[src/rtl/spike_rate_counter.sv]
// Spike onset counter over a fixed clock window with a valid/ack result port.
// Ports: clk, rst_n, ena, spike_in, count_ack -> count_out, count_valid, saturated, overrun.
module spike_rate_counter #(
    parameter logic [23:0] MAX_COUNT = 24'd10_000_000,
    parameter int unsigned CNT_W     = 7
) (
    input  logic             clk,
    input  logic             rst_n,
    input  logic             ena,
    input  logic             spike_in,
    input  logic             count_ack,
    output logic [CNT_W-1:0] count_out,
    output logic             count_valid,
    output logic             saturated,
    output logic             overrun
);

    localparam logic [23:0]      LAST = MAX_COUNT - 24'd1;
    localparam logic [CNT_W-1:0] CMAX = '1;

    typedef enum logic {
        IDLE,
        FULL
    } state_e;

    state_e           state_q, state_d;
    logic             spike_q;
    logic [23:0]      timer_q, timer_d;
    logic [CNT_W-1:0] acc_q, acc_d;
    logic             sat_w_q, sat_w_d;
    logic [CNT_W-1:0] cnt_q, cnt_d;
    logic             sat_q, sat_d;
    logic             ovr_q, ovr_d;

    logic             ev;
    logic             win_end;
    logic             at_max;
    logic             clip;
    logic [CNT_W-1:0] acc_next;

    always_comb begin
        ev       = spike_in & ~spike_q & ena;
        win_end  = ena & (timer_q == LAST);
        at_max   = (acc_q == CMAX);
        clip     = ev & at_max;
        acc_next = at_max ? acc_q : acc_q + CNT_W'(ev);
    end

    // Window datapath: everything freezes while ena is low.
    always_comb begin
        timer_d = timer_q;
        acc_d   = acc_q;
        sat_w_d = sat_w_q;
        cnt_d   = cnt_q;
        sat_d   = sat_q;
        if (ena) begin
            if (win_end) begin
                // A spike on the last cycle still belongs to this window.
                timer_d = 24'd0;
                acc_d   = '0;
                sat_w_d = 1'b0;
                cnt_d   = acc_next;
                sat_d   = sat_w_q | clip;
            end else begin
                timer_d = timer_q + 24'd1;
                acc_d   = acc_next;
                sat_w_d = sat_w_q | clip;
            end
        end
    end

    // Result handshake FSM.
    always_comb begin
        state_d = state_q;
        ovr_d   = ovr_q;
        unique case (state_q)
            IDLE: begin
                if (win_end) state_d = FULL;
            end
            FULL: begin
                if (count_ack) begin
                    ovr_d = 1'b0;
                    if (!win_end) state_d = IDLE;
                end else if (win_end) begin
                    ovr_d = 1'b1;
                end
            end
            default: state_d = IDLE;
        endcase
    end

    always_ff @(posedge clk or negedge rst_n) begin
        if (!rst_n) begin
            state_q <= IDLE;
            spike_q <= 1'b0;
            timer_q <= 24'd0;
            acc_q   <= '0;
            sat_w_q <= 1'b0;
            cnt_q   <= '0;
            sat_q   <= 1'b0;
            ovr_q   <= 1'b0;
        end else begin
            state_q <= state_d;
            spike_q <= spike_in;
            timer_q <= timer_d;
            acc_q   <= acc_d;
            sat_w_q <= sat_w_d;
            cnt_q   <= cnt_d;
            sat_q   <= sat_d;
            ovr_q   <= ovr_d;
        end
    end

    assign count_out   = cnt_q;
    assign count_valid = (state_q == FULL);
    assign saturated   = sat_q;
    assign overrun     = ovr_q;

endmodule
[config.mk]
export PLATFORM = sky130hd
export DESIGN_NAME = spike_rate_counter
export DESIGN_NICKNAME = d
export VERILOG_FILES = /design/src/rtl/spike_rate_counter.sv
export SDC_FILE = /design/constraint.sdc
export NUM_CORES = 1
export LEC_CHECK = 0
export CORE_ASPECT_RATIO = 1.1
export CORE_MARGIN = 2
export CORE_UTILIZATION = 29
export DETAILED_ROUTE_END_ITERATION = 12
export MAX_ROUTING_LAYER = met4
export PLACE_DENSITY_LB_ADDON = 0.15
export SETUP_SLACK_MARGIN = 0.05
export SLEW_MARGIN = 40
export SYNTH_ARGS = -nofsm -noshare
export SYNTH_HDL_FRONTEND = slang
export SYNTH_SLANG_ARGS = --single-unit
[constraint.sdc]
create_clock -name clk -period 3.3 [get_ports clk]
set_clock_uncertainty 0.15 [all_clocks]
set_input_delay 0.825 -clock clk [delete_from_list [all_inputs] [get_ports clk]]
set_output_delay 0.825 -clock clk [all_outputs]
set_load 0.01 [all_outputs]
* After elaboration in Yosys (flattened, before gate mapping)
Cells that the tools add are included.
** Cells by class
- Add/subtract/negate cells :: 2
- Equality and inequality tests :: 2
- Multiplexer cells :: 9
- Bitwise logic cells :: 7
- Reduce and logical (&&, ||, !) cells :: 3
** Operator list (count)
- 24-bit by 1-bit adder with 24-bit output, second input constant :: 1
- 24-bit equality test, second input constant :: 1
- 24-bit 2-to-1 mux :: 1
- 7-bit 2-to-1 mux :: 2
- 7-bit by 1-bit adder with 7-bit output :: 1
- 7-bit equality test, second input constant :: 1
- 1-bit 2-to-1 mux :: 5
- 1-bit bitwise AND :: 4
- 2-bit AND reduction :: 2
- 1-bit NOT :: 2
- 1-bit case mux with 2 select lines :: 1
- 2-bit nonzero test :: 1
- 1-bit OR :: 1
** Storage, ports and cells
- Bits in registers :: 43
- Input port bits :: 5
- Output and inout port bits :: 10
- Word-level logic and storage cells :: 31

* Longest topological paths before layout
- Word-level depth :: 6
- Depth in mapped cells :: 8
- Gate-level depth less buffers :: 6

* Least setup slack after synthesis
OpenSTA, ideal clock, no wires.
- Path type :: input-to-reg
- Start :: input ena
- End :: register cnt_q[6], in the netlist count_out[6]
- Library setup time :: 125 ps
- Arrival time :: 2398 ps
- Data required time :: 3025 ps
- Setup slack :: 628 ps
- Cell stages on the path :: 8
- Path buffers :: 2
- Cell sequence :: clkbuf_1 and3b_1 ha_1 ha_1 clkbuf_1 nand3_1 mux2_2 mux2_2
** Between the ends
- Word-level cells in the longest chain between the ends :: 3
- Elaborated cells on any way between the ends :: 5
- Classes of those cells :: add/sub (1); mux (1); bitwise (2); reduce/logical (1)
** Ends and longest elaborated chain
- start: declaration :: line 9 : input logic ena,
- 1-bit bitwise AND :: line 42 : ev = spike_in & ~spike_q & ena;
- 7-bit by 1-bit adder with 7-bit output :: line 46 : acc_next = at_max ? acc_q : acc_q + CNT_W'(ev);
- 7-bit 2-to-1 mux :: line 46
- end signal: assignment :: line 108 : cnt_q <= cnt_d;
- end: declaration :: line 31 : logic [CNT_W-1:0] cnt_q, cnt_d;
Several ways; a longest one is shown, not always the timed one.
A chain may end at the register's enable or synchronous reset.

* Final worst setup path
Ends and elaborated chain as after synthesis.

==> flow_summary_export.csv <==
group,metric,value,unit
route,route.met2.wl,2300,um
die,rows,33,
timing,period_share,0.816,
route,routed.top_layer,"met4",
logic_synthesis,ys_seq_elements,43,
finish,seqCellArea,1080,sq um
finish,drive_above_1_share,0.0991,
die,dieHeight,95.2,um
setup_path,end_kind,"register",
timing,tns,0,ns
setup_path,worst_path_max_delay_cell,"clkdlybuf4s50_1",
power,leakagePower,1.08,nW
route,drc,0,
route,wl_met1,2410,um
setup_path,crit_family,"adder cells",
logic_synthesis,synth-edff-count,0,
timing,worstMarginPinSlew,0.418,ns
setup_path,crit_path_max_incr_delay,0.50,ns
timing,timing.final.ws_setup,0.607,ns
logic_synthesis,yosysSeqAreaShare,0.491,
timing,setup_viol,0,
finish,diodes,0,
power,power,1.12,mW
placed_design,dp_cells,311,
logic_synthesis,netlist_instances,214,
setup_path,critPathLaunchType,"input port",
placed_design,port_buffers,14,
logic_synthesis,synth.area.mux_share,0.0434,
clocking,ctsLongestPathBuffers,2,
placed_design,place_hpwl,3450,um
global_route,grt_pass1_wl,8540,um
die,dieArea,8270,sq um
finish,fillers,773,
setup_path,crit_fanout,7,
clocking,cts_tree,"done",
logic_synthesis,avgSynthCellArea,10.2,sq um
clocking,numCtsBuffers,5,
power,p_sw,320,uW
flow_run,cap_violations,0,
die,coreArea,7390,sq um
global_route,grt_overflow_total,0,
power,p_int,799,uW
power,p_comb_frac,0.122,
setup_path,crit_buf_inv,1,
global_route,grtUsageTotal,0.137,
logic_synthesis,synth_top_family_by_area,"simple AND/OR/NAND/NOR gates",
logic_synthesis,synth-async-reset-ratio,1.00,
route,avgRoutedWirePerCell,15.3,um
route,dr.pass1.iters,6,
logic_synthesis,syn-num-nets,222,
clocking,clock_latency,0.30,ns
finish,finalInstanceArea,2500,sq um
clocking,cts_hold_repair.buffers,0,
logic_synthesis,synth-simple-area-share,0.256,
placed_design,place_area,2410,sq um
setup_path,path_cells,"clkdlybuf4s50_1 -> and3b_1 -> ha_1 -> ha_1 -> nand3_1 -> mux2_2 -> mux2_2",
timing,max_slew_margin,0.721,
finish,instances_no_fill,319,
run_status,status,"complete, no violations",
clocking,cts_max_level,2,
power,peakVddDrop,0.000177,V
power,p_seq_frac,0.582,
die,dieWidth,86.9,um
finish,multi_input_area,1050,sq um
timing,rsz0062_at_grt,"no",
clocking,cts.sinks,43,
timing,max_freq,371,MHz
clocking,post_cts_resized,0,
finish,layout_common_cells,"dfrtp_1 (43), nand2_1 (17), nor2_1 (16)",
logic_synthesis,synth_warnings,0,
logic_synthesis,syn_area,2190,sq um
global_route,antenna_found_initial,0,
setup_path,worstSetupPathType,"input port to register",
logic_synthesis,synth-xor-area-share,0.0840,
placed_design,gp_congestion,0.770,
power,p_clk_frac,0.296,
finish,syn_to_final_growth,13.9,%
logic_synthesis,synth_adder_area_share,0.0171,
placed_design,dp_slack,0.272,ns
worst_hold_path,hp-class,"input port to async pin",
die,num_io_pins,15,
route,wl_met3,111,um
clocking,root_buffer,"clkbuf_8",
power,p_sw_frac,0.286,
route,routed-via-count,1642,
timing,drv_slew,0,
global_route,grt_max_degree,33,
finish,nets,239,
timing,min_period,2.69,ns
power,power_density,448,nW/um^2
logic_synthesis,yosys_most_used_dff,"dfrtp_1",
global_route,grt_pass1_vias,1693,
logic_synthesis,synth_cell_type_count,39,
setup_path,worstPathRequired,3.34,ns
die,initial_core_util,0.296,
setup_path,crit_arrival,2.73,ns
route,viasPerCell,5.15,
finish,layout_commonest_cell,"dfrtp_1",
clocking,clkTransAtPathRegs,0.08,ns
route,drt-total-wl,4880,um
timing,hold_viol_final,0,
clocking,post_cts_buffers,0,
logic_synthesis,synth_compound_area_frac,0.0771,
route,drt-initial-drc-count,101,
route,antenna_left,0,
## flip-flops by register name, indices dropped and copies added, names as in the netlist
name,flops
spike_q,1
overrun,1
timer_q,24
count_valid,1
acc_q,7
count_out,7
saturated,1
sat_w_q,1
## kinds of logic (layout without fill, tap and decap cells)
group	after synthesis	in the layout
compound gates	28	28
xor+xnor	21	21
fa+ha+maj	3	3
buf+inv	12	30
flops	43	43
mux	8	8
simple gates	99	99
## cell usage after synthesis, types with 2 or more instances
master | instances | area share
a31oi_1 | 5 | 0.014
nor2b_1 | 3 | 0.0086
and3_1 | 7 | 0.020
clkbuf_1 | 7 | 0.012
or3_1 | 2 | 0.0057
ha_1 | 3 | 0.017
a31o_2 | 2 | 0.0080
nand2_1 | 17 | 0.029
mux2_2 | 4 | 0.021
inv_1 | 3 | 0.0051
nor2_1 | 16 | 0.027
nand3_1 | 13 | 0.030
mux2i_1 | 2 | 0.0091
xnor2_1 | 11 | 0.044
nand2b_1 | 2 | 0.0057
and4_1 | 7 | 0.028
a21oi_1 | 13 | 0.030
nor4_1 | 3 | 0.0086
or4_1 | 3 | 0.010
mux2_4 | 2 | 0.014
dfrtp_1 | 43 | 0.49
xor2_1 | 10 | 0.040
nand4_1 | 10 | 0.029
nor3_1 | 9 | 0.021
o21ai_0 | 3 | 0.0069
## layout make-up
type,count,share of cell area
clock inverters,1,0.00201
clock buffers,7,0.0306
flip-flops and latches,43,0.431
inverters,3,0.00451
multi-input cells,159,0.419
well taps,87,0.0436
repair buffers,19,0.0692
## layer usage
layer | GRT usage | vias up
li1 | - | 814
met3 | 0.0286 | 6
met1 | 0.181 | 800
met4 | 0.0391 | 0
met5 | - | -
met2 | 0.213 | 22
## through the flow
stage | util | hold slack (ns)
after global placement | 0.327 | 0.342
after detailed placement | 0.327 | 0.332
after floorplan | - | 0.299
after global routing | 0.338 | 0.252
final | 0.338 | 0.244
after CTS | 0.338 | 0.252
## power by group through the flow
stage | registers, mW | logic (mW) | clock network, mW
final | 0.651 | 0.137 | 0.331
after global routing | 0.662 | 0.163 | 0.369
after CTS | 0.650 | 0.141 | 0.350
after detailed placement | 0.659 | 0.142 | 0
after global placement | 0.658 | 0.143 | 0
after floorplan | 0.634 | 0.115 | 0
## final timing paths
kind | start | slack (ns) | depth (start not counted) | end
worst max-delay path | ena | 0.61 | 7 | count_out[6]
worst min-delay path | rst_n | 0.24 | 1 | timer_q[14]
worst max register to register | timer_q[18] | 0.86 | 5 | count_out[5]
worst min register to register | sat_w_q | 0.34 | 2 | sat_w_q
max in group asynchronous | rst_n | 2.04 | 2 | timer_q[1]
min in group clk | sat_w_q | 0.34 | 2 | sat_w_q
(Power assumes the default switching activity.)
